--- src/rtl/cmp_seq_unit.sv ---
// Sequential magnitude comparator: scans operands one slice per cycle, MSB slice first,
// stopping at the first unequal slice, then reports relation, predicate and MAX/MIN select.
module cmp_seq_unit #(
    parameter int Data_In_Width = 16,
    parameter int Slice_Width   = 4
) (
    input  logic                     CLK_in,
    input  logic                     RST_in,
    input  logic [Data_In_Width-1:0] A_in,
    input  logic [Data_In_Width-1:0] B_in,
    input  logic [3:0]               alu_fun,
    input  logic                     signed_en,
    input  logic                     cmp_En,
    output logic                     busy,
    output logic                     cmp_done,
    output logic [1:0]               cmp_out,
    output logic                     cmp_flag,
    output logic [Data_In_Width-1:0] sel_out
);

    localparam int NUM_SLICES = Data_In_Width / Slice_Width;
    localparam int IDX_W      = (NUM_SLICES > 1) ? $clog2(NUM_SLICES) : 1;
    localparam logic [IDX_W-1:0] TOP_IDX = IDX_W'(NUM_SLICES - 1);

    localparam logic [1:0] REL_NONE = 2'b00;
    localparam logic [1:0] REL_EQ   = 2'b01;
    localparam logic [1:0] REL_GT   = 2'b10;
    localparam logic [1:0] REL_LT   = 2'b11;

    localparam logic [2:0] OP_NOP = 3'd0;
    localparam logic [2:0] OP_EQ  = 3'd1;
    localparam logic [2:0] OP_GT  = 3'd2;
    localparam logic [2:0] OP_LT  = 3'd3;
    localparam logic [2:0] OP_GE  = 3'd4;
    localparam logic [2:0] OP_LE  = 3'd5;
    localparam logic [2:0] OP_MAX = 3'd6;
    localparam logic [2:0] OP_MIN = 3'd7;

    typedef enum logic [1:0] {IDLE, SCAN, DONE} state_t;

    state_t                   r_state;
    state_t                   w_next;
    logic [Data_In_Width-1:0] r_a;
    logic [Data_In_Width-1:0] r_b;
    logic [2:0]               r_op;
    logic                     r_signed;
    logic [IDX_W-1:0]         r_idx;
    logic [1:0]               r_rel;
    logic                     r_done;
    logic [1:0]               r_cmp_out;
    logic                     r_cmp_flag;
    logic [Data_In_Width-1:0] r_sel_out;
    logic [Slice_Width-1:0]   w_sa;
    logic [Slice_Width-1:0]   w_sb;
    logic                     w_flag;
    logic [Data_In_Width-1:0] w_sel;
    logic                     w_unused;

    // The opcode's top bit is a don't-care.
    assign w_unused = alu_fun[3];

    // Flipping both sign bits of the top slice turns a signed compare into an unsigned one.
    always_comb begin
        w_sa = '0;
        w_sb = '0;
        for (int k = 0; k < NUM_SLICES; k++) begin
            if (r_idx == IDX_W'(k)) begin
                w_sa = r_a[k*Slice_Width +: Slice_Width];
                w_sb = r_b[k*Slice_Width +: Slice_Width];
            end
        end
        if (r_signed && (r_idx == TOP_IDX)) begin
            w_sa[Slice_Width-1] = ~w_sa[Slice_Width-1];
            w_sb[Slice_Width-1] = ~w_sb[Slice_Width-1];
        end
    end

    always_comb begin
        w_next = r_state;
        case (r_state)
            IDLE: if (cmp_En) w_next = (alu_fun[2:0] == OP_NOP) ? DONE : SCAN;
            SCAN: if ((w_sa != w_sb) || (r_idx == '0)) w_next = DONE;
            DONE: w_next = IDLE;
            default: w_next = IDLE;
        endcase
    end

    always_comb begin
        w_flag = 1'b0;
        w_sel  = '0;
        case (r_op)
            OP_EQ: w_flag = (r_rel == REL_EQ);
            OP_GT: w_flag = (r_rel == REL_GT);
            OP_LT: w_flag = (r_rel == REL_LT);
            OP_GE: w_flag = (r_rel != REL_LT);
            OP_LE: w_flag = (r_rel != REL_GT);
            OP_MAX: begin
                w_flag = (r_rel != REL_LT);
                w_sel  = (r_rel == REL_LT) ? r_b : r_a;
            end
            OP_MIN: begin
                w_flag = (r_rel != REL_GT);
                w_sel  = (r_rel == REL_GT) ? r_b : r_a;
            end
            default: ;
        endcase
    end

    always_ff @(posedge CLK_in or negedge RST_in) begin
        if (!RST_in) r_state <= IDLE;
        else         r_state <= w_next;
    end

    always_ff @(posedge CLK_in or negedge RST_in) begin
        if (!RST_in) begin
            r_a        <= '0;
            r_b        <= '0;
            r_op       <= OP_NOP;
            r_signed   <= 1'b0;
            r_idx      <= '0;
            r_rel      <= REL_NONE;
            r_done     <= 1'b0;
            r_cmp_out  <= REL_NONE;
            r_cmp_flag <= 1'b0;
            r_sel_out  <= '0;
        end else begin
            r_done <= (r_state == DONE);
            case (r_state)
                IDLE: if (cmp_En) begin
                    r_a      <= A_in;
                    r_b      <= B_in;
                    r_op     <= alu_fun[2:0];
                    r_signed <= signed_en;
                    r_idx    <= TOP_IDX;
                    r_rel    <= REL_NONE;
                end
                SCAN: begin
                    if (w_sa > w_sb)      r_rel <= REL_GT;
                    else if (w_sa < w_sb) r_rel <= REL_LT;
                    else if (r_idx == '0) r_rel <= REL_EQ;
                    else                  r_idx <= r_idx - IDX_W'(1);
                end
                DONE: begin
                    r_cmp_out  <= r_rel;
                    r_cmp_flag <= w_flag;
                    r_sel_out  <= w_sel;
                end
                default: ;
            endcase
        end
    end

    assign busy     = (r_state != IDLE);
    assign cmp_done = r_done;
    assign cmp_out  = r_cmp_out;
    assign cmp_flag = r_cmp_flag;
    assign sel_out  = r_sel_out;

endmodule

--- config.mk ---
export PLATFORM = sky130hd
export DESIGN_NAME = cmp_seq_unit
export DESIGN_NICKNAME = d
export VERILOG_FILES = /design/src/rtl/cmp_seq_unit.sv
export SDC_FILE = /design/constraint.sdc
export NUM_CORES = 1
export LEC_CHECK = 0
export CORE_ASPECT_RATIO = 0.7
export CORE_MARGIN = 4
export CORE_UTILIZATION = 45
export DETAILED_ROUTE_END_ITERATION = 7
export PLACE_DENSITY_LB_ADDON = 0.25
export SLEW_MARGIN = 15
export SYNTH_ARGS = -nofsm -noshare
export SYNTH_HDL_FRONTEND = slang
export SYNTH_SLANG_ARGS = --single-unit
--- constraint.sdc ---
create_clock -name CLK_in -period 4.2 [get_ports CLK_in]
set_input_delay 0.84 -clock CLK_in [delete_from_list [all_inputs] [get_ports CLK_in]]
set_output_delay 0.84 -clock CLK_in [all_outputs]
set_load 0.01 [all_outputs]
==> results.txt, run 1 <==
----------------------------------------------------
[Status]
  Result of the run ... finished, final reports clean

[CTS]
  CTS HTree Levels ... 3
  Hold buffer count at cts ... 0
  Post-CTS Resized ... 0
  TritonCTS sink count ... 62
  Clock tree root buffer cell ... sky130_fd_sc_hd__clkbuf_8
  Total setup buffers inserted after CTS ... 0
  CTS tree ... built
  CTS Buf Count ... 9
  Maximum buffer depth of the clock tree ... 2
  Clock-pin slew of the registers on the worst-case setup and hold paths ... 70 ps
  Clock latency on the worst-skew pair ... 330 ps

[Final layout]
  Number of nets in the finished design ... 379
  Area growth, synth to finish ... 26.3%
  Final antenna diode count ... 0
  Share of post-route cells with drive strength above 1 ... 8.36%
  Cell area after layout ... 3840 µm²

[Synth]
  Proportion of register bits with asynchronous set or reset after synthesis ... 100%
  Syn_area_per_cell ... 11.1 µm²
  Synth Instances ... 273
  Part of the Yosys area used for sequential elements ... 51.0%
  Main flop type after synthesis ... sky130_fd_sc_hd__dfrtp_1
  Top cells by area in the synthesized netlist ... sky130_fd_sc_hd__dfrtp_1 (51%), sky130_fd_sc_hd__mux2_1 (10%), sky130_fd_sc_hd__mux2i_1 (5.9%)
  Total of warnings raised by yosys ... 0
  Number of flops mapped to enable cells by yosys ... 0
  Fraction of post-synthesis cell area in the top cell type by area ... 51.0%
  Total standard cell area after synthesis ... 3040 µm²
  Flip-flop and latch count after synthesis ... 62
  Synth Net Count ... 321
  Number of unique standard cell types used by synthesis ... 38
  Synth area leader ... sky130_fd_sc_hd__dfrtp_1

[Route]
  Drc violations ... 0
  Initial DRT Pass Iterations ... 4
  Violation count after the first detailed-route iteration ... 102
  Per-cell routed wire length ... 15.2 µm
  Vias after detailed routing ... 2178
  Average via count per standard cell ... 5.11
  Total length of routed wires ... 6.48 mm
  Number of antenna-violating nets in the routed design ... 0

[Global routing]
  GR Overflow Total ... 0
  All-Layer GR Usage ... 17.3%
  Via count of the first global-routing pass ... 2207
  First-pass GRT wire length ... 11.0 mm
  Antenna violations before repair ... 0
  Pin count of the biggest net entering global routing ... 45

[Floorplan]
  Die outline area ... 8160 µm²
  Die Y-Extent ... 76.8 µm
  I/O pin cnt ... 61
  Placement Rows ... 24
  Floorplan Core Area ... 6400 µm²
  X dimension of the die ... 106 µm
  Initial Utilization ... 47.6%

[Critical path]
  Crit end category ... register
  Crit-path max FO ... 16
  Worst r2r dst ... r_idx[0]$_DFFE_PN0P_
  Worst R2R Path Depth ... 11
  Critical Path Source ... r_idx[1]$_DFFE_PN0P_
  Arr. time, crit path ... 3010 ps
  Crit start category ... register
  Worst EP required ... 4440 ps
  Launching point of the worst reg2reg path ... r_idx[1]$_DFFE_PN0P_
  Crit path kind ... register to register
  Worst-case register-to-register setup slack ... 1430 ps
  Worst setup path endpoint ... r_idx[0]$_DFFE_PN0P_

[Placement]
  Post-place setup slack ... 1430 ps
  Final HPWL from detailed placement ... 4.62 mm
  Input/output buffers ... 59
  Cell area after placement ... 3630 µm²
  Final estimated routing congestion in global placement ... 0.848

[Timing]
  Worst-case setup margin in the final layout ... 1430 ps
  Maximum frequency from static timing analysis ... 361 MHz
  Sum Neg Setup Slack ... 0 ps
  Setup repair after global routing missed its margin ... false
  Setup clock skew after layout ... 10.2 ps
  Final Hold Viols ... 0
  Final period utilization ... 65.9%
  Setup violation total in the final timing report ... 0
  Slew Viols, Final ... 0
  Final Critical Period ... 2770 ps
  Transition time at the pin with the least slew margin ... 703 ps
  Relative max-transition margin ... 53.1%

[Run]
  Max Cap Violations ... 0

[Min path]
  HP Class ... register to register

[Pwr]
  Peak ir drop on the vdd network ... 0.311 mV
  Power per Cell Area ... 756 nW/µm²
  Static Leakage ... 1.73 nW
  Final Total Pwr ... 0.00290 W

----------------------------------------------------
[flip-flops by register name, indices dropped and copies added (netlist names)]
name	cells
r_state	2
r_b	16
sel_out	16
cmp_done	1
r_idx	2
r_signed	1
r_rel	2
r_a	16
cmp_out	2
r_op	3
cmp_flag	1
[critical path, cell delays in order (launching register included)]
cell and delay, ps:
sky130_fd_sc_hd__dfrtp_1 420, sky130_fd_sc_hd__inv_1 100, sky130_fd_sc_hd__ha_1 420, sky130_fd_sc_hd__nand3b_1 170, sky130_fd_sc_hd__a21oi_1 80, sky130_fd_sc_hd__a21oi_1 130
sky130_fd_sc_hd__o21ai_0 90, sky130_fd_sc_hd__ha_1 350, sky130_fd_sc_hd__nand4_1 140, sky130_fd_sc_hd__nor3_1 340, sky130_fd_sc_hd__o21a_1 240, sky130_fd_sc_hd__mux2i_1 210
[cells in the mapped netlist (4+ instances only)]
cell	n
sky130_fd_sc_hd__o21ai_1	10
sky130_fd_sc_hd__dfrtp_1	62
sky130_fd_sc_hd__clkbuf_1	4
sky130_fd_sc_hd__a22oi_1	4
sky130_fd_sc_hd__mux2i_1	18
sky130_fd_sc_hd__ha_1	8
sky130_fd_sc_hd__inv_1	10
sky130_fd_sc_hd__nand2_1	41
sky130_fd_sc_hd__nor2_1	8
sky130_fd_sc_hd__a21oi_1	19
sky130_fd_sc_hd__nand3b_1	4
sky130_fd_sc_hd__mux2_2	4
sky130_fd_sc_hd__mux2_1	27
sky130_fd_sc_hd__o21ai_0	23
sky130_fd_sc_hd__buf_6	4
[worst min path at each step]
stage                                 from                     end  slack, ps  cells after the start
detailed placement  sel_out[9]$_DFFE_PN0P_  sel_out[9]$_DFFE_PN0P_        480                      2
CTS                 sel_out[9]$_DFFE_PN0P_  sel_out[9]$_DFFE_PN0P_        490                      2
global route        cmp_out[1]$_DFFE_PN0P_  cmp_out[1]$_DFFE_PN0P_        520                      2
floorplan               r_b[1]$_DFFE_PN0P_      r_b[1]$_DFFE_PN0P_        480                      1
finish              cmp_out[1]$_DFFE_PN0P_  cmp_out[1]$_DFFE_PN0P_        490                      2
global placement    cmp_out[0]$_DFFE_PN0P_  cmp_out[0]$_DFFE_PN0P_        460                      2
[where the power goes]
| part | total (W) | switching (W) | internal [W] |
|---|---|---|---|
| clock network | 0.000538 | 0.000220 | 0.000318 |
| registers | 0.00113 | 0.000241 | 0.000888 |
| logic | 0.00123 | 0.000607 | 0.000628 |
[through the flow]
stage	util [%]	cells	hold slack, ps
after floorplan	-	273	480
after global placement	56.8	411	462
after detailed placement	56.8	411	476
after CTS	60.1	426	491
after global routing	60.1	426	519
final	60.1	426	485
[cell usage in the layout, fill, tap and decap left out, types with 2 or more instances in the layout]
cell type / count
sky130_fd_sc_hd__dfrtp_1: 62
sky130_fd_sc_hd__clkdlybuf4s50_1: 58
sky130_fd_sc_hd__nand2_1: 41
sky130_fd_sc_hd__mux2_1: 27
sky130_fd_sc_hd__o21ai_0: 23
sky130_fd_sc_hd__a21oi_1: 19
sky130_fd_sc_hd__mux2i_1: 18
sky130_fd_sc_hd__clkbuf_8: 12
sky130_fd_sc_hd__inv_1: 10
sky130_fd_sc_hd__o21ai_1: 10
sky130_fd_sc_hd__nor2_1: 8
sky130_fd_sc_hd__ha_1: 8
sky130_fd_sc_hd__nand3b_1: 4
sky130_fd_sc_hd__a22oi_1: 4
sky130_fd_sc_hd__mux2_2: 4
sky130_fd_sc_hd__xor2_1: 2
sky130_fd_sc_hd__nand2b_4: 2
[cell type report]
type,count,area (µm²)
clock buffer,12,165
inverter,10,37.5
tap,91,114
multi-input combinational,188,1340
clock inverter,3,42.5
sequential,62,1550
fill,549,2550
timing repair buffer,60,593
[kinds of logic after synthesis]
family | count (synthesis) | synth area share (%)
AOI/OAI and AO/OA | 64 | 11.7
and+or+nand+nor | 63 | 10.2
DFF | 62 | 51.0
muxes | 49 | 17.4
buffers and inverters | 23 | 5.02
adders and majority gates | 8 | 3.29
xor gates and xnor gates | 4 | 1.40
[layer usage]
metal	GRT usage, %	up-vias	wire, µm
met2	24.0	64	2670
met5	0	-	0
met3	5.70	7	416
met1	25.7	1051	3330
met4	4.66	0	57
li1	-	1056	-
(Power assumes the default switching activity.)
==> run 2, diff against run 1 <==
- clock period: 4.2 -> 2.5 ns (I/O delays scaled with it)
==> results.txt, run 2 (synthesized netlist as in run 1, its figures left out) <==
----------------------------------------------------
[Final layout]
  Most used cells in the layout excluding fill and tap cells ... sky130_fd_sc_hd__dfrtp_1 (62), sky130_fd_sc_hd__clkdlybuf4s50_1 (58), sky130_fd_sc_hd__nand2_1 (41), sky130_fd_sc_hd__mux2_1 (27), sky130_fd_sc_hd__mux2i_1 (18)
  Final antenna diode count ... 0
  Number of nets in the finished design ... 392
  Area growth, synth to finish ... 32.5%
  Area of the multi-input gates ... 1390 µm²
  Area occupied by registers ... 1550 µm²
  Final core area utilization ... 63.0%
  Most common cell after layout, fill and taps aside ... sky130_fd_sc_hd__dfrtp_1
  Fill count ... 540
  Share of post-route cells with drive strength above 1 ... 14.4%

[Critical path]
  Crit-path max FO ... 8
  Crit start category ... register
  Arr. time, crit path ... 2670 ps
  Library cell appearing most often on the critical path ... sky130_fd_sc_hd__a21oi_1
  Crit path kind ... register to register
  Crit end category ... register
  Crit path largest cell delay ... 390 ps
  Standard cell with the maximum stage delay on the critical path ... sky130_fd_sc_hd__dfrtp_1
  Worst-case register-to-register setup slack ... 90 ps
  Largest delay contributor family on the critical path ... compound AO/OA/AOI/OAI gates
  Worst path cell trace ... inv_2 > ha_4 > buf_4 > nand3b_1 > a21oi_1 > a21oi_1 > o21ai_0 > ha_1 > nand4_1 > nor3_2 > o21a_1 > mux2i_1
  Count of buffer and inverter cells on the critical path ... 2
  Worst EP required ... 2750 ps

[Placement]
  Input/output buffers ... 59
  Final estimated routing congestion in global placement ... 0.822
  Final HPWL from detailed placement ... 4.76 mm

[Pwr]
  Final Total Pwr ... 0.00505 W
  Power per Cell Area ... 1250 nW/µm²
  Static Leakage ... 1.80 nW
  Peak ir drop on the vdd network ... 0.500 mV

[Route]
  Top sig layer ... met4
  Per-cell routed wire length ... 15.8 µm
  Vias after detailed routing ... 2292
  Met1 wire length ... 3.47 mm
  Average via count per standard cell ... 5.22
  Drc violations ... 0
  Initial DRT Pass Iterations ... 4
  Routed wire length on met2 ... 2.93 mm
  Violation count after the first detailed-route iteration ... 80
  Met3 Wirelength ... 495 µm
  Number of antenna-violating nets in the routed design ... 0
  Total length of routed wires ... 6.95 mm

[CTS]
  CTS HTree Levels ... 3
  CTS tree ... built
  Clock-pin slew of the registers on the worst-case setup and hold paths ... 70 ps
  Clock latency on the worst-skew pair ... 340 ps
  CTS Buf Count ... 9
  TritonCTS sink count ... 62
  Maximum buffer depth of the clock tree ... 2
  Clock tree root buffer cell ... sky130_fd_sc_hd__clkbuf_8

[Timing]
  Relative max-transition margin ... 70.5%
  Slew Viols, Final ... 0
  Final period utilization ... 96.4%
  Final Hold Viols ... 0
  Maximum frequency from static timing analysis ... 415 MHz
  Final Critical Period ... 2410 ps
  Transition time at the pin with the least slew margin ... 443 ps
  Setup violation total in the final timing report ... 0
  Setup clock skew after layout ... 12.9 ps

[Floorplan]
  I/O pin cnt ... 61
  Initial Utilization ... 47.6%
  Placement Rows ... 24
  Floorplan Core Area ... 6400 µm²
  Die Y-Extent ... 76.8 µm
  X dimension of the die ... 106 µm
  Die outline area ... 8160 µm²

[Status]
  Result of the run ... finished, final reports clean

[Global routing]
  GR Overflow Total ... 0
  All-Layer GR Usage ... 17.5%
  Antenna violations before repair ... 0
  Via count of the first global-routing pass ... 2216
  First-pass GRT wire length ... 11.2 mm
  Pin count of the biggest net entering global routing ... 45

[Run]
  Max Cap Violations ... 0

[Min path]
  HP Class ... primary input to asynchronous set/reset pin

----------------------------------------------------
-- run 2: layout make-up --
cell class	count	area share, %
Inverter	10	0.932
Tap cell	91	2.83
Clock inverter	3	1.06
Clock buffer	12	4.10
Timing Repair Buffer	73	18.1
Sequential cell	62	38.5
Multi-Input combinational cell	188	34.5
-- run 2: path summary, 6_finish.rpt --
| path | from | end | depth (start not counted) |
|---|---|---|---|
| setup / recovery | r_idx[1]$_DFFE_PN0P_ | r_idx[0]$_DFFE_PN0P_ | 12 |
| hold / removal | RST_in | cmp_flag$_DFFE_PN0P_ | 1 |
| setup reg to reg | r_idx[1]$_DFFE_PN0P_ | r_idx[0]$_DFFE_PN0P_ | 12 |
| hold reg to reg | sel_out[12]$_DFFE_PN0P_ | sel_out[12]$_DFFE_PN0P_ | 2 |
| max in group asynchronous | RST_in | sel_out[3]$_DFFE_PN0P_ | 2 |
| min in group CLK_in | sel_out[12]$_DFFE_PN0P_ | sel_out[12]$_DFFE_PN0P_ | 2 |
-- run 2: metal layers --
metal | up-vias | GRT usage [%]
met4 | 0 | 3.62
met5 | - | 0
met3 | 7 | 7.89
met2 | 75 | 23.6
met1 | 1121 | 25.8
li1 | 1089 | -
-- run 2: timing repair --
item / in CTS / in global routing
setup buffers: 0 / 4
hold buffers: 0 / 0
gates resized for setup: 2 / 17
setup endpoints to repair: 2 / 4
pin swaps: 0 / 4
-- run 2: power breakdown --
| group | switching [W] | internal [W] | total [W] |
|---|---|---|---|
| logic | 0.00107 | 0.00117 | 0.00224 |
| registers | 0.000414 | 0.00149 | 0.00191 |
| clock network | 0.000373 | 0.000535 | 0.000908 |
| total | 0.00186 | 0.00319 | 0.00505 |
-- run 2: per-stage QoR --
stage                     hold slack [ps]  TNS [ps]  cell area, µm²  setup WS (ps)  cells
final                                99.5         0            4030           89.0    439
after global routing                  112      -143            4030          -88.8    439
after CTS                            89.7         0            3950           18.7    435
after detailed placement              465      -164            3740          -84.2    420
after global placement                461         0            3740           7.11    420
after floorplan                       204         0            3040            121    273
==> run 3, diff against run 2 <==
- CORE_UTILIZATION: 45 -> 35
==> results.txt, run 3 (synthesized netlist as in run 1, its figures left out) <==
----------------------------------------------------
[Status]
  Result of the run ... finished, final reports clean

[Pwr]
  Total internal power ... 0.00333 W
  Fraction of power spent switching nets ... 36.1%
  Static Leakage ... 1.81 nW
  Part of the total power dissipated in combinational logic ... 42.2%
  Power per Cell Area ... 1280 nW/µm²
  Net Sw Power ... 0.00188 W
  Sequential group share of total power ... 36.5%
  Peak ir drop on the vdd network ... 0.484 mV
  Proportion of power drawn by the clock network ... 21.3%
  Final Total Pwr ... 0.00522 W

[Global routing]
  Antenna violations before repair ... 0
  First-pass GRT wire length ... 11.3 mm
  Pin count of the biggest net entering global routing ... 45
  All-Layer GR Usage ... 14.3%
  Via count of the first global-routing pass ... 2260
  GR Overflow Total ... 0

[Critical path]
  Worst EP required ... 2750 ps
  Standard cell with the maximum stage delay on the critical path ... sky130_fd_sc_hd__dfrtp_1
  Worst R2R Path Depth ... 11
  Arr. time, crit path ... 2570 ps
  Crit path kind ... register to register
  Number of cells on the critical path ... 11
  Crit path largest cell delay ... 380 ps
  Crit-path max FO ... 9
  Worst path cell trace ... inv_2 > ha_4 > buf_4 > a21oi_1 > o21ai_1 > a22oi_1 > ha_1 > nand4_1 > nor3_2 > o21a_1 > mux2i_1
  Count of buffer and inverter cells on the critical path ... 2
  Crit end category ... register
  Largest delay contributor family on the critical path ... compound AO/OA/AOI/OAI gates
  Crit start category ... register

[Final layout]
  Area growth, synth to finish ... 34.4%
  Share of post-route cells with drive strength above 1 ... 13.3%
  Final antenna diode count ... 0
  Number of nets in the finished design ... 389
  Fill count ... 776
  Most used cells in the layout excluding fill and tap cells ... sky130_fd_sc_hd__dfrtp_1 (61), sky130_fd_sc_hd__clkdlybuf4s50_1 (58), sky130_fd_sc_hd__nand2_1 (41), sky130_fd_sc_hd__mux2_1 (27)
  Most common cell after layout, fill and taps aside ... sky130_fd_sc_hd__dfrtp_1
  Cell area after layout ... 4090 µm²
  Non-Filler Instances ... 466

[Route]
  Number of antenna-violating nets in the routed design ... 0
  Vias after detailed routing ... 2213
  Average via count per standard cell ... 4.75
  Initial DRT Pass Iterations ... 4
  Total length of routed wires ... 7.04 mm
  Per-cell routed wire length ... 15.1 µm
  Violation count after the first detailed-route iteration ... 83
  Drc violations ... 0

[Floorplan]
  Initial Utilization ... 36.0%
  Floorplan Core Area ... 8440 µm²
  Die outline area ... 10300 µm²
  X dimension of the die ... 119 µm
  I/O pin cnt ... 61
  Placement Rows ... 28
  Die Y-Extent ... 86.0 µm

[Placement]
  Final HPWL from detailed placement ... 4.80 mm
  Cell area after placement ... 3750 µm²
  Input/output buffers ... 59
  Cells after DPL ... 448
  Final estimated routing congestion in global placement ... 0.792

[CTS]
  CTS Buf Count ... 9
  CTS HTree Levels ... 3
  Clock-pin slew of the registers on the worst-case setup and hold paths ... 50 ps
  CTS tree ... built
  TritonCTS sink count ... 62
  Maximum buffer depth of the clock tree ... 2
  Clock tree root buffer cell ... sky130_fd_sc_hd__clkbuf_16
  Clock latency on the worst-skew pair ... 330 ps

[Timing]
  Setup violation total in the final timing report ... 0
  Final period utilization ... 92.9%
  Maximum frequency from static timing analysis ... 431 MHz
  Slew Viols, Final ... 0
  Relative max-transition margin ... 55.6%
  Transition time at the pin with the least slew margin ... 666 ps
  Setup clock skew after layout ... 8.06 ps
  Final Hold Viols ... 0
  Final Critical Period ... 2320 ps
  Sum Neg Setup Slack ... 0 ps

[Min path]
  HP Class ... primary input to asynchronous set/reset pin

[Run]
  Max Cap Violations ... 0

----------------------------------------------------
[run 3: cell count changes in the layout (fill, tap and decap cells not counted), sizes merged]
cell	delta
bufinv	-1
clkinv	+2
buf	-3
[run 3: metrics by stage]
step | hold slack (ps) | setup WS [ps] | utilization (%)
6_report | 206 | 177 | 48.4
2_1_floorplan | 204 | 121 | -
4_1_cts | 213 | 2.21 | 47.7
3_5_place_dp | 471 | -103 | 44.5
3_3_place_gp | 460 | -31.0 | 44.5
5_1_grt | 258 | -32.5 | 48.4
[run 3: power by group through the flow]
stage	Clock [W]	Combinational, W	Sequential (W)
detailed placement	0	0.00217	0.00191
floorplan	0	0.00145	0.00186
finish	0.00111	0.00220	0.00190
global placement	0	0.00213	0.00190
global route	0.00119	0.00245	0.00197
CTS	0.00114	0.00219	0.00190
[run 3: cell type report]
class | instances | area, µm² | area share (%)
sequential | 62 | 1550 | 38.0
timing repair buffer | 70 | 693 | 17.0
clock inverter | 4 | 22.5 | 0.551
inverter | 10 | 37.5 | 0.918
tap | 120 | 150 | 3.67
clock buffer | 12 | 246 | 6.03
multi-input combinational | 188 | 1390 | 33.9
[run 3: layer usage]
metal / part of all wire, % / global-route usage [%]
met3: 6.7 / 6.39
met4: 1.4 / 4.78
met1: 51 / 19.6
met5: 0 / 0
met2: 40 / 20.1
[run 3: repair_timing]
action,CTS,global route
hold buffers,0,0
hold endpoints to repair,0,0
pin swaps,0,2
setup buffers,0,2
resized for setup,4,14
endpoints found under the setup margin,2,6
[run 3: path summary, 6_finish.rpt]
check	startpoint	end	slack, ps
max	r_idx[1]$_DFFE_PN0P_	r_idx[1]$_DFFE_PN0P_	180
min	RST_in	cmp_out[0]$_DFFE_PN0P_	210
max reg2reg	r_idx[1]$_DFFE_PN0P_	r_idx[1]$_DFFE_PN0P_	180
min reg2reg	cmp_flag$_DFFE_PN0P_	cmp_flag$_DFFE_PN0P_	480
max in group asynchronous	RST_in	r_idx[0]$_DFFE_PN0P_	1660
min in group CLK_in	cmp_flag$_DFFE_PN0P_	cmp_flag$_DFFE_PN0P_	480
